File: src/rtl/serial_sub2comp_if.sv
// Handshake and operand/result bundle for the bit-serial subtractor.
// The master drives the request and operands. The slave returns the results and status.
interface serial_sub2comp_if #(
    parameter int WIDTH = 4
);
    logic             start;
    logic [WIDTH-1:0] x;
    logic [WIDTH-1:0] y;
    logic             b_in;
    logic [WIDTH-1:0] diff;
    logic             b_out;
    logic             ovf;
    logic             busy;
    logic             done;

    modport master (
        output start, x, y, b_in,
        input  diff, b_out, ovf, busy, done
    );

    modport slave (
        input  start, x, y, b_in,
        output diff, b_out, ovf, busy, done
    );
endinterface

File: src/rtl/serial_sub2comp.sv
// Bit-serial two's-complement subtractor: diff = x - y - b_in, LSB first.
// It uses one full-adder slice and a carry flop, and takes WIDTH shift cycles per operation.
module serial_sub2comp #(
    parameter int WIDTH = 4
) (
    input logic              clk,
    input logic              rst,
    serial_sub2comp_if.slave bus
);
    localparam int CW = $clog2(WIDTH) + 1;

    typedef enum logic [1:0] {IDLE, SHIFT, DONE} state_t;

    state_t           state_q, state_d;
    logic [WIDTH-1:0] xs, ys;
    logic [WIDTH-2:0] r;
    logic [WIDTH-1:0] r_shift;
    logic [CW-1:0]    cnt;
    logic             c, c_nxt, s;
    logic             x_msb, y_msb;
    logic             capture, last;
    logic [WIDTH-1:0] diff_q;
    logic             b_out_q, ovf_q;

    // Subtraction is computed as x + ~y + ~b_in. The carry out is the inverted borrow.
    always_comb begin
        s       = xs[0] ^ ys[0] ^ c;
        c_nxt   = (xs[0] & ys[0]) | (xs[0] & c) | (ys[0] & c);
        r_shift = {s, r};
        capture = bus.start && (state_q != SHIFT);
        last    = (cnt == CW'(WIDTH - 1));
    end

    always_comb begin
        state_d = state_q;
        case (state_q)
            IDLE:    if (bus.start) state_d = SHIFT;
            SHIFT:   if (last) state_d = DONE;
            DONE:    state_d = bus.start ? SHIFT : IDLE;
            default: state_d = IDLE;
        endcase
    end

    always_ff @(posedge clk) begin
        if (rst) begin
            state_q <= IDLE;
            xs      <= '0;
            ys      <= '0;
            r       <= '0;
            cnt     <= '0;
            c       <= 1'b0;
            x_msb   <= 1'b0;
            y_msb   <= 1'b0;
            diff_q  <= '0;
            b_out_q <= 1'b0;
            ovf_q   <= 1'b0;
        end else begin
            state_q <= state_d;
            if (capture) begin
                xs    <= bus.x;
                ys    <= ~bus.y;
                x_msb <= bus.x[WIDTH-1];
                y_msb <= bus.y[WIDTH-1];
                c     <= ~bus.b_in;
                cnt   <= '0;
            end else if (state_q == SHIFT) begin
                c   <= c_nxt;
                r   <= r_shift[WIDTH-1:1];
                xs  <= xs >> 1;
                ys  <= ys >> 1;
                cnt <= cnt + CW'(1);
                // The result is registered on the final shift, so it is valid during DONE.
                if (last) begin
                    diff_q  <= r_shift;
                    b_out_q <= ~c_nxt;
                    ovf_q   <= (x_msb != y_msb) && (s != x_msb);
                end
            end
        end
    end

    assign bus.diff  = diff_q;
    assign bus.b_out = b_out_q;
    assign bus.ovf   = ovf_q;
    assign bus.busy  = (state_q == SHIFT);
    assign bus.done  = (state_q == DONE);
endmodule

File: src/flat_wrapper.sv
// flat-port wrapper written by rule: the top's interface ports become plain ports
module serial_sub2comp_flat 
#(
    parameter int WIDTH = 4
)
  (clk, rst, bus_start, bus_x, bus_y, bus_b_in, bus_diff, bus_b_out, bus_ovf, bus_busy, bus_done);
  serial_sub2comp_if #(.WIDTH(WIDTH)) bus_i ();
  input logic clk;
  input logic rst;
  input wire logic [$bits(bus_i.start)-1:0] bus_start;
  input wire logic [$bits(bus_i.x)-1:0] bus_x;
  input wire logic [$bits(bus_i.y)-1:0] bus_y;
  input wire logic [$bits(bus_i.b_in)-1:0] bus_b_in;
  output wire logic [$bits(bus_i.diff)-1:0] bus_diff;
  output wire logic [$bits(bus_i.b_out)-1:0] bus_b_out;
  output wire logic [$bits(bus_i.ovf)-1:0] bus_ovf;
  output wire logic [$bits(bus_i.busy)-1:0] bus_busy;
  output wire logic [$bits(bus_i.done)-1:0] bus_done;
  assign bus_i.start = bus_start;
  assign bus_i.x = bus_x;
  assign bus_i.y = bus_y;
  assign bus_i.b_in = bus_b_in;
  assign bus_diff = bus_i.diff;
  assign bus_b_out = bus_i.b_out;
  assign bus_ovf = bus_i.ovf;
  assign bus_busy = bus_i.busy;
  assign bus_done = bus_i.done;
  serial_sub2comp #(.WIDTH(WIDTH)) u_core (.clk(clk), .rst(rst), .bus(bus_i));
endmodule
File: config.mk
export PLATFORM = sky130hd
export DESIGN_NAME = serial_sub2comp_flat
export DESIGN_NICKNAME = d
export VERILOG_FILES = /design/src/rtl/serial_sub2comp_if.sv /design/src/rtl/serial_sub2comp.sv /design/src/flat_wrapper.sv
export SDC_FILE = /design/constraint.sdc
export NUM_CORES = 1
export LEC_CHECK = 0
export CAP_MARGIN = 20
export CORE_AREA = 2 2 53 55
export DETAILED_ROUTE_END_ITERATION = 12
export DIE_AREA = 0 0 55 57
export GPL_ROUTABILITY_DRIVEN = 0
export PLACE_DENSITY = 0.7
export SLEW_MARGIN = 40
export SYNTH_ARGS = -nofsm -noshare
export SYNTH_HDL_FRONTEND = slang
export SYNTH_SLANG_ARGS = --single-unit
File: constraint.sdc
create_clock -name clk -period 1.35 [get_ports clk]
set_input_delay 0.3375 -clock clk [delete_from_list [all_inputs] [get_ports clk]]
set_output_delay 0.3375 -clock clk [all_outputs]
set_load 0.05 [all_outputs]
==> results of run 1 <==
[path summary, 6_finish.rpt]
path,start,to,slack (ns),cells past startpoint
worst min register to register,u_core.ys[1]$_SDFFE_PP0P_,u_core.ys[0]$_SDFFE_PP0P_,0.46,2
worst min-delay path,u_core.ys[1]$_SDFFE_PP0P_,u_core.ys[0]$_SDFFE_PP0P_,0.46,2
worst max register to register,u_core.c$_SDFFE_PP0P_,u_core.bus.ovf$_SDFFE_PP0P_,-0.02,5
worst max-delay path,u_core.state_q[0]$_SDFFE_PP0P_,bus_done,-0.05,2
[what timing repair did]
action | in CTS | in global routing
resized for setup | 8 | 3
setup buffers | 2 | 0
pin swaps | 3 | 1
hold endpoints to repair | 0 | 0
setup endpoints to repair | 4 | 5
[cells in the final DEF (no fill, tap or decap), drive strengths merged, types with 2 or more instances in the layout]
cell and count:
dfxtp 25, a21oi 18, buf 18, nand2 16
clkdlybuf4s50 11, nand3 9, nor2 6, inv 6
o211ai 4, nor3 4, mux2i 4, nand2b 4
a211oi 4, clkbuf 4, o21ai 2, ha 2
[layer usage]
layer  track usage [%]  vias to the layer above  share of wire [%]
li1                  -                      466                  -
met1             17.80                      408                 45
met2             23.64                       16                 50
met3             3.141                        2                3.8
met4             6.272                        0               0.69
met5                 0                        -                  0
[where the power goes]
group	total [W]	internal (W)	switching, W
combinational	0.000254	0.000130	0.000123
sequential	0.000797	0.000775	0.0000222
clock	0.000318	0.000115	0.000203
total	0.00137	0.00102	0.000349
[critical path: cells and delay by family, from the launching register on]
kind | cells | cell delay, ns
simple gates | 1 | 0.24
buf+inv | 1 | 0.14
flops | 1 | 0.38
[state kept, by name, summed over array words and instances, names as in the netlist, 2 cells and up]
signal / flops
u_core.cnt: 3
u_core.xs: 4
u_core.r: 3
u_core.state_q: 2
u_core.bus.diff: 4
u_core.ys: 4
[cell families after synthesis]
kind of cell,Yosys count
flip-flops,25
multiplexers,4
AO/OA/AOI/OAI,30
adder cells (fa/ha/maj),3
AND/OR/NAND/NOR,44
buffers and inverters,16
[per-stage QoR]
step	cell area [um2]	setup slack [ns]	utilization, %
finish	1465	-0.05296	56.03
global route	1465	-0.1152	56.03
CTS	1456	-0.07750	55.69
detailed placement	1395	-0.07832	53.35
global placement	1395	-0.04807	53.35
floorplan	1096	-0.01171	-
[cell type report]
| type | count | area (um2) |
|---|---|---|
| Fill cell | 244 | 1150 |
| Sequential cell | 25 | 508.0 |
| Multi-Input combinational cell | 81 | 500.5 |
| Timing Repair Buffer | 29 | 361.6 |
| Tap cell | 31 | 38.79 |
| Inverter | 6 | 30.03 |
| Clock buffer | 4 | 26.28 |
==> metrics.md, run 1 <==
| Metric | Value |
|---|---|
| Worst Path Max Fanout | 4 |
| CP peak stage delay | 0.38 ns |
| Mapped Area | 0.001096 mm2 |
| Area leader, netlist | dfxtp_1 |
| H-tree lvl count | 1 |
| WL/cell | 11.53 um |
| Req. time, crit path | 1.01 ns |
| CP Data Arrival Time | 1.07 ns |
| Avg Inst Size Synth | 8.984 um2 |
| Synth Flop Type | dfxtp_1 |
| Slew @ Worst Pin | 0.2415 ns |
| CTS Sinks | 25 |
| Count of final setup violators | 3 |
| Initial antenna violation count | 0 |
| Detail Route Antenna Nets | 0 |
| Final HPWL DP | 1503 um |
| Total core area | 0.002615 mm2 |
| Worst VDD drop | 618.7 uV |
| DR iter-0 viols | 15 |
| FFs w/ async S/R, synth | 0% |
| Syn Nets | 137 |
| Mux share of post-synthesis cell area | 3.653% |
| Die H | 57 um |
| Synth top area share | 45.66% |
| Largest net degree at the start of global routing | 26 |
| Startpoint Class | flop |
| CTS tree | yes |
| Setup TNS | -0.08246 ns |
| Post-Layout Cell Count | 176 |
| Area Growth Syn to Fin | 33.68% |
| RSZ-0062 raised after global routing | yes |
| Seq/Total Area, Yosys | 45.66% |
| Setup Crit Path Kind | reg2out |
| Inserted Clock Buffers | 3 |
| Fin nets | 161 |
| Synth Area in Compound Gates | 17.12% |
| DRT Wirelength | 2029 um |
| Yosys cell types | 28 |
| Static Leak | 0.5512 nW |
| Hold Crit Class | reg2reg |
| Slowest cell on crit path | dfxtp_4 |
| Router iterations before antenna repair | 6 |
| Adder-Cell Fraction of Synth Area | 4.110% |
| Synth top area cells | dfxtp_1 46%, a21oi_1 7.8%, nand2_1 5.5% |
| Worst path cell trace | and2b_1 -> buf_12 |
| Later-pin clock latency in the skew report | 0.30 ns |
| Simple-gate area share of the yosys netlist | 19.18% |
| Vias in the first global route | 793 |
| Clock-pin transition on the worst setup and hold timing paths | 0.12 ns |
| Std cell rows | 19 |
| DIE WIDTH | 55 um |
| Hold slack | 0.4604 ns |
| Yosys reg bits | 25 |
| Worst Skew | 0.003692 ns |
| GRT Resource Usage Total | 14.44% |
| Critical path endpoint category | primary output |
| Fmax | 712.8 MHz |
| Die area | 0.003135 mm2 |
| First-pass GRT wire length | 3318 um |
| Grt total ovfl | 0 |
| Cts hold-fix bufs | 0 |
| PwrDens | 934.3 mW/mm2 |
| Status | finished, violations left |
| DRC errors left | 0 |
| Fin. Hold Viols | 0 |
| Post-synth EDFFs | 0 |
| Yosys warns | 0 |
| Main combinational cell family by area after synthesis | simple AND/OR/NAND/NOR gates |
| Share of cells above drive strength 1 | 22.07% |
| PnR worst setup slack | -0.05296 ns |
| # port buffers | 19 |
| Clock Tree Root | clkbuf_4 |
| Pins over their slew limit | 0 |
| Syn Inst Count | 122 |
| DR vias/cell | 5.068 |
| Maximum Capacitance Violations | 0 |
| Cells after DPL | 170 |
| Failing checks | negative setup slack |
| Clock tree buffer depth | 2 |
| Rel. slew slack | 83.85% |
| Starting Density | 41.91% |
| Most frequent cell after synthesis | dfxtp_1 |
| Power Total | 0.001369 W |
| Final min period | 1.403 ns |
| Routed vias | 892 |
| Fin crit share | 103.9% |
| Number of antenna diodes | 0 |
| Post-Synth XOR/XNOR Area | 0% |
| Top post-synthesis cells by count | 25 x dfxtp_1, 17 x a21oi_1, 16 x nand2_1, 9 x nand3_1, 6 x nor2_1 |
| I/O Pins | 20 |
(Power assumes the default switching activity.)
==> inputs of run 2 (changes only) <==
Settings changed: CORE_AREA 2 2 53 55 to 2 2 64 66, DIE_AREA 0 0 55 57 to 0 0 66 68, PLACE_DENSITY 0.7 to not set, RECOVER_POWER set to 50.
==> metrics.md, run 2 (synthesis results as in run 1) <==
| Metric | Value |
|---|---|
| Status | finished, violations left |
| Failing checks | negative setup slack |
| Grt total ovfl | 0 |
| DR vias/cell | 4.758 |
| Worst R2R Start | u_core.xs[0]$_SDFFE_PP0P_ |
| I/O Pins | 20 |
| Startpoint Class | flop |
| WL/cell | 11.69 um |
| Setup TNS | -0.03594 ns |
| Final min period | 1.386 ns |
| Largest net degree at the start of global routing | 26 |
| Hold Crit Class | reg2reg |
| DIE WIDTH | 66 um |
| DRT Wirelength | 2314 um |
| Share of cells above drive strength 1 | 25.68% |
| RSZ-0062 raised after global routing | yes |
| Routed vias | 942 |
| Critical path endpoint category | flop |
| Router iterations before antenna repair | 4 |
| Fin nets | 164 |
| Worst path cell trace | inv_2 -> fa_2 -> and3b_1 -> nor3_2 -> nor3_1 |
| Commonest non-fill, non-tap cell in the layout | dfxtp_1 |
| Maximum Capacitance Violations | 0 |
| Rel. slew slack | 76.06% |
| Die H | 68 um |
| Crit path from | u_core.xs[0]$_SDFFE_PP0P_ |
| Clock Tree Root | clkbuf_8 |
| Worst Skew | 0.002530 ns |
| Worst VDD drop | 425.1 uV |
| Cts hold-fix bufs | 0 |
| Req. time, crit path | 1.55 ns |
| Fmax | 721.5 MHz |
| Initial antenna violation count | 0 |
| Setup Crit Path Kind | reg2reg |
| GRT Resource Usage Total | 11.46% |
| CTS Sinks | 25 |
| CTS tree | yes |
| Fin. Hold Viols | 0 |
| Std cell rows | 23 |
| Fin crit share | 102.7% |
| Starting Density | 28.42% |
| Pins over their slew limit | 0 |
| Later-pin clock latency in the skew report | 0.27 ns |
| Clock-pin transition on the worst setup and hold timing paths | 0.08 ns |
| CP peak stage delay | 0.59 ns |
| Static Leak | 0.5536 nW |
| WP buf/inv | 1 |
| Inserted Clock Buffers | 3 |
| CP Data Arrival Time | 1.58 ns |
| Die area | 0.004488 mm2 |
| Cells after DPL | 191 |
| Clock tree buffer depth | 2 |
| Vias in the first global route | 905 |
| Worst Path Max Fanout | 3 |
| CP top delay family | adder cells |
| Detail Route Antenna Nets | 0 |
| Count of final setup violators | 1 |
| Number of antenna diodes | 0 |
| First-pass GRT wire length | 3967 um |
| PnR worst setup slack | -0.03594 ns |
| # port buffers | 19 |
| Slew @ Worst Pin | 0.3591 ns |
| Final HPWL DP | 1578 um |
| Post-Layout Cell Count | 198 |
| DR iter-0 viols | 21 |
| H-tree lvl count | 1 |
| DRC errors left | 0 |
| Slowest cell on crit path | fa_2 |
| Total core area | 0.003856 mm2 |
| Min-delay src | u_core.r[0]$_SDFFE_PP0P_ |
| Area Growth Syn to Fin | 32.88% |
| PwrDens | 1030 mW/mm2 |
| Most frequent cells in the layout | 21 x dfxtp_1, 16 x nand2_1, 16 x a21oi_1 |
[run 2: cell types whose count changed in the layout (fill, tap and decap cells not counted), sizes merged]
| cell | before | now |
|---|---|---|
| clkbuf | 4 | 10 |
| buf | 18 | 15 |
[run 2: per-layer routing]
layer	GRT usage (%)	part of all wire, %	vias to the layer above
met3	2.138	4.4	3
met4	3.827	1.4	0
met5	0	0	-
li1	-	-	470
met1	13.74	45	442
met2	20.71	49	27
[run 2: final timing paths]
path / cells past startpoint / to / slack, ns
setup / recovery: 5 / u_core.bus.ovf$_SDFFE_PP0P_ / -0.04
hold reg to reg: 2 / u_core.r[0]$_SDFFE_PP0P_ / 0.46
setup reg to reg: 5 / u_core.bus.ovf$_SDFFE_PP0P_ / -0.04
hold / removal: 2 / u_core.r[0]$_SDFFE_PP0P_ / 0.46
[run 2: layout make-up]
| cell class | instances | area [um2] |
|---|---|---|
| Fill cell | 416 | 2400 |
| Multi-Input combinational cell | 81 | 506.7 |
| Sequential cell | 25 | 505.5 |
| Timing Repair Buffer | 32 | 306.5 |
| Tap cell | 50 | 62.56 |
| Clock buffer | 4 | 45.04 |
| Inverter | 6 | 30.03 |
[run 2: tightest hold or removal path, delay by kind of cell (launching register included)]
kind	cells	cell delay, ns
AO/OA/AOI/OAI	1	0.05
flip-flops	1	0.32
AND/OR/NAND/NOR	1	0.05
[run 2: through the flow]
stage                     setup WS (ns)  util [%]  area, um2  power (W)  hold WS, ns
after floorplan                -0.01171         -       1096  0.0009644       0.4321
after global placement         -0.03904     37.18       1434   0.001040       0.4402
after detailed placement       -0.07392     37.18       1434   0.001048       0.4495
after CTS                      -0.05564     38.97       1503   0.001511       0.4620
after global routing           -0.06522     37.77       1456   0.001581       0.4813
final                          -0.03594     37.77       1456   0.001500       0.4562
[run 2: report_power, final]
part	switching, W	internal, W
Clock	0.000232	0.000211
Sequential	0.0000238	0.000775
Combinational	0.000126	0.000133
[run 2: repair_timing]
item | CTS | global route
endpoints found under the setup margin | 4 | 8
hold endpoints to repair | 0 | 0
pin swaps | 4 | 2
setup buffers | 1 | 2
gates resized for setup | 7 | 6
==> inputs of run 3 (changes only) <==
Settings changed: CORE_AREA 2 2 64 66 to 2 2 53 55, CTS_CLUSTER_SIZE set to 10, DIE_AREA 0 0 66 68 to 0 0 55 57, PLACE_DENSITY set to 0.7.
==> metrics.md, run 3 (synthesis results as in run 1) <==
| Metric | Value |
|---|---|
| Status | finished, violations left |
| Failing checks | negative setup slack |
| First-pass GRT wire length | 3318 um |
| Cells after DPL | 170 |
| Setup Crit Path Kind | reg2out |
| Critical path endpoint category | primary output |
| Number of antenna diodes | 0 |
| Worst path cell trace | and2b_1 -> buf_12 |
| Fin util | 54.69% |
| DR iter-0 viols | 17 |
| WP buf/inv | 1 |
| WL/cell | 11.59 um |
| Largest net degree at the start of global routing | 26 |
| Clock tree buffer depth | 2 |
| Maximum Capacitance Violations | 0 |
| Slowest cell on crit path | dfxtp_4 |
| Routed vias | 893 |
| Worst R2R Start | u_core.c$_SDFFE_PP0P_ |
| Req. time, crit path | 1.01 ns |
| Post-Layout Cell Count | 176 |
| Count of final setup violators | 3 |
| Area Growth Syn to Fin | 30.48% |
| DIE WIDTH | 55 um |
| CP top delay family | flip-flops |
| Final HPWL DP | 1503 um |
| RSZ-0062 raised after global routing | yes |
| Crit path from | u_core.state_q[0]$_SDFFE_PP0P_ |
| Clock Tree Root | clkbuf_4 |
| Inserted Clock Buffers | 3 |
| R2R setup slack | -0.02 ns |
| Share of cells above drive strength 1 | 22.07% |
| Most frequent cells in the layout | 21 x dfxtp_1, 17 x a21oi_1, 16 x nand2_1 |
| GR Util met1 | 17.80% |
| DRT Wirelength | 2040 um |
| Layout fillers | 249 |
| Worst VDD drop | 625.4 uV |
| Fmax | 710.6 MHz |
| Detail Route Antenna Nets | 0 |
| Busiest grt layer | met2 |
| Std cell rows | 19 |
| Total core area | 0.002615 mm2 |
| Worst Skew | 0.001022 ns |
| # port buffers | 19 |
| CTS tree | yes |
| Startpoint Class | flop |
| Fin. Hold Viols | 0 |
| Final min period | 1.407 ns |
| Initial antenna violation count | 0 |
| CP Data Arrival Time | 1.07 ns |
| Die H | 57 um |
| Hold Crit Class | reg2reg |
| Power Total | 0.001370 W |
| Fin nets | 161 |
| I/O Pins | 20 |
| CP peak stage delay | 0.38 ns |
| PnR worst setup slack | -0.05727 ns |
| PwrDens | 957.7 mW/mm2 |
| Slew @ Worst Pin | 0.3393 ns |
| Starting Density | 41.91% |
| Rel. slew slack | 77.38% |
| Die area | 0.003135 mm2 |
| Later-pin clock latency in the skew report | 0.30 ns |
| Grt met3 use | 3.141% |
| Min-delay src | u_core.ys[1]$_SDFFE_PP0P_ |
| Static Leak | 0.5449 nW |
| GRT Resource Usage Total | 14.44% |
| H-tree lvl count | 1 |
| Pins over their slew limit | 0 |
| Commonest non-fill, non-tap cell in the layout | dfxtp_1 |
| Post-DP Area | 0.001395 mm2 |
| Router iterations before antenna repair | 4 |
| Setup TNS | -0.08891 ns |
| Vias in the first global route | 793 |
| CTS Sinks | 25 |
| Fin crit share | 104.2% |
| Grt total ovfl | 0 |
| DR vias/cell | 5.074 |
| Worst Path Max Fanout | 4 |
| Clock-pin transition on the worst setup and hold timing paths | 0.13 ns |
| DRC errors left | 0 |
| Cell area after layout | 0.001430 mm2 |
| Met2 GRT Util | 23.64% |
## run 3: cell count changes in the layout (fill, tap and decap cells not counted), moves of 2 or more
cell / previous run / this run
buf_4: 10 / 6
buf_2: 0 / 2
clkbuf_8: 3 / 0
clkbuf_2: 6 / 2
buf_12: 4 / 7
clkbuf_4: 0 / 3
## run 3: cell type report
class | instances | area, um2 | area share (%)
Multi-Input combinational cell | 81 | 500.5 | 35.00
Timing Repair Buffer | 29 | 326.6 | 22.83
Clock buffer | 4 | 26.28 | 1.837
Inverter | 6 | 30.03 | 2.100
Tap cell | 31 | 38.79 | 2.712
Sequential cell | 25 | 508.0 | 35.52
## run 3: metrics by stage
stage                     hold WS (ns)  worst slack (ns)
final                           0.4611          -0.05727
after floorplan                 0.4321          -0.01171
after global routing            0.4729           -0.1152
after global placement          0.4386          -0.04807
after detailed placement        0.4487          -0.07832
after CTS                       0.4610          -0.07750
## run 3: final timing paths
check / to / depth (start not counted)
setup / recovery: bus_done / 2
hold / removal: u_core.ys[0]$_SDFFE_PP0P_ / 2
setup reg to reg: u_core.bus.ovf$_SDFFE_PP0P_ / 5
hold reg to reg: u_core.ys[0]$_SDFFE_PP0P_ / 2
## run 3: repair_timing
item,CTS,global route
hold buffers,0,0
resized for setup,8,3
pin swaps,3,1
endpoints found under the setup margin,4,5
buffers inserted,2,0
## run 3: power by group
part / internal [W] / total (W) / switching (W)
clock network: 0.000115 / 0.000322 / 0.000207
registers: 0.000775 / 0.000797 / 0.0000224
logic: 0.000127 / 0.000251 / 0.000123
total: 0.00102 / 0.00137 / 0.000352
## run 3: layer usage
layer / routed length [um] / vias to the layer above
li1: - / 467
met1: 920 / 406
met2: 1009 / 18
met3: 95 / 2
met4: 14 / 0
met5: 0 / -
## run 3: tightest hold or removal path: cells and delay by family (launching register included)
family / cells / cell delay [ns]
compound gates: 1 / 0.05
simple gates: 1 / 0.05
flops: 1 / 0.33
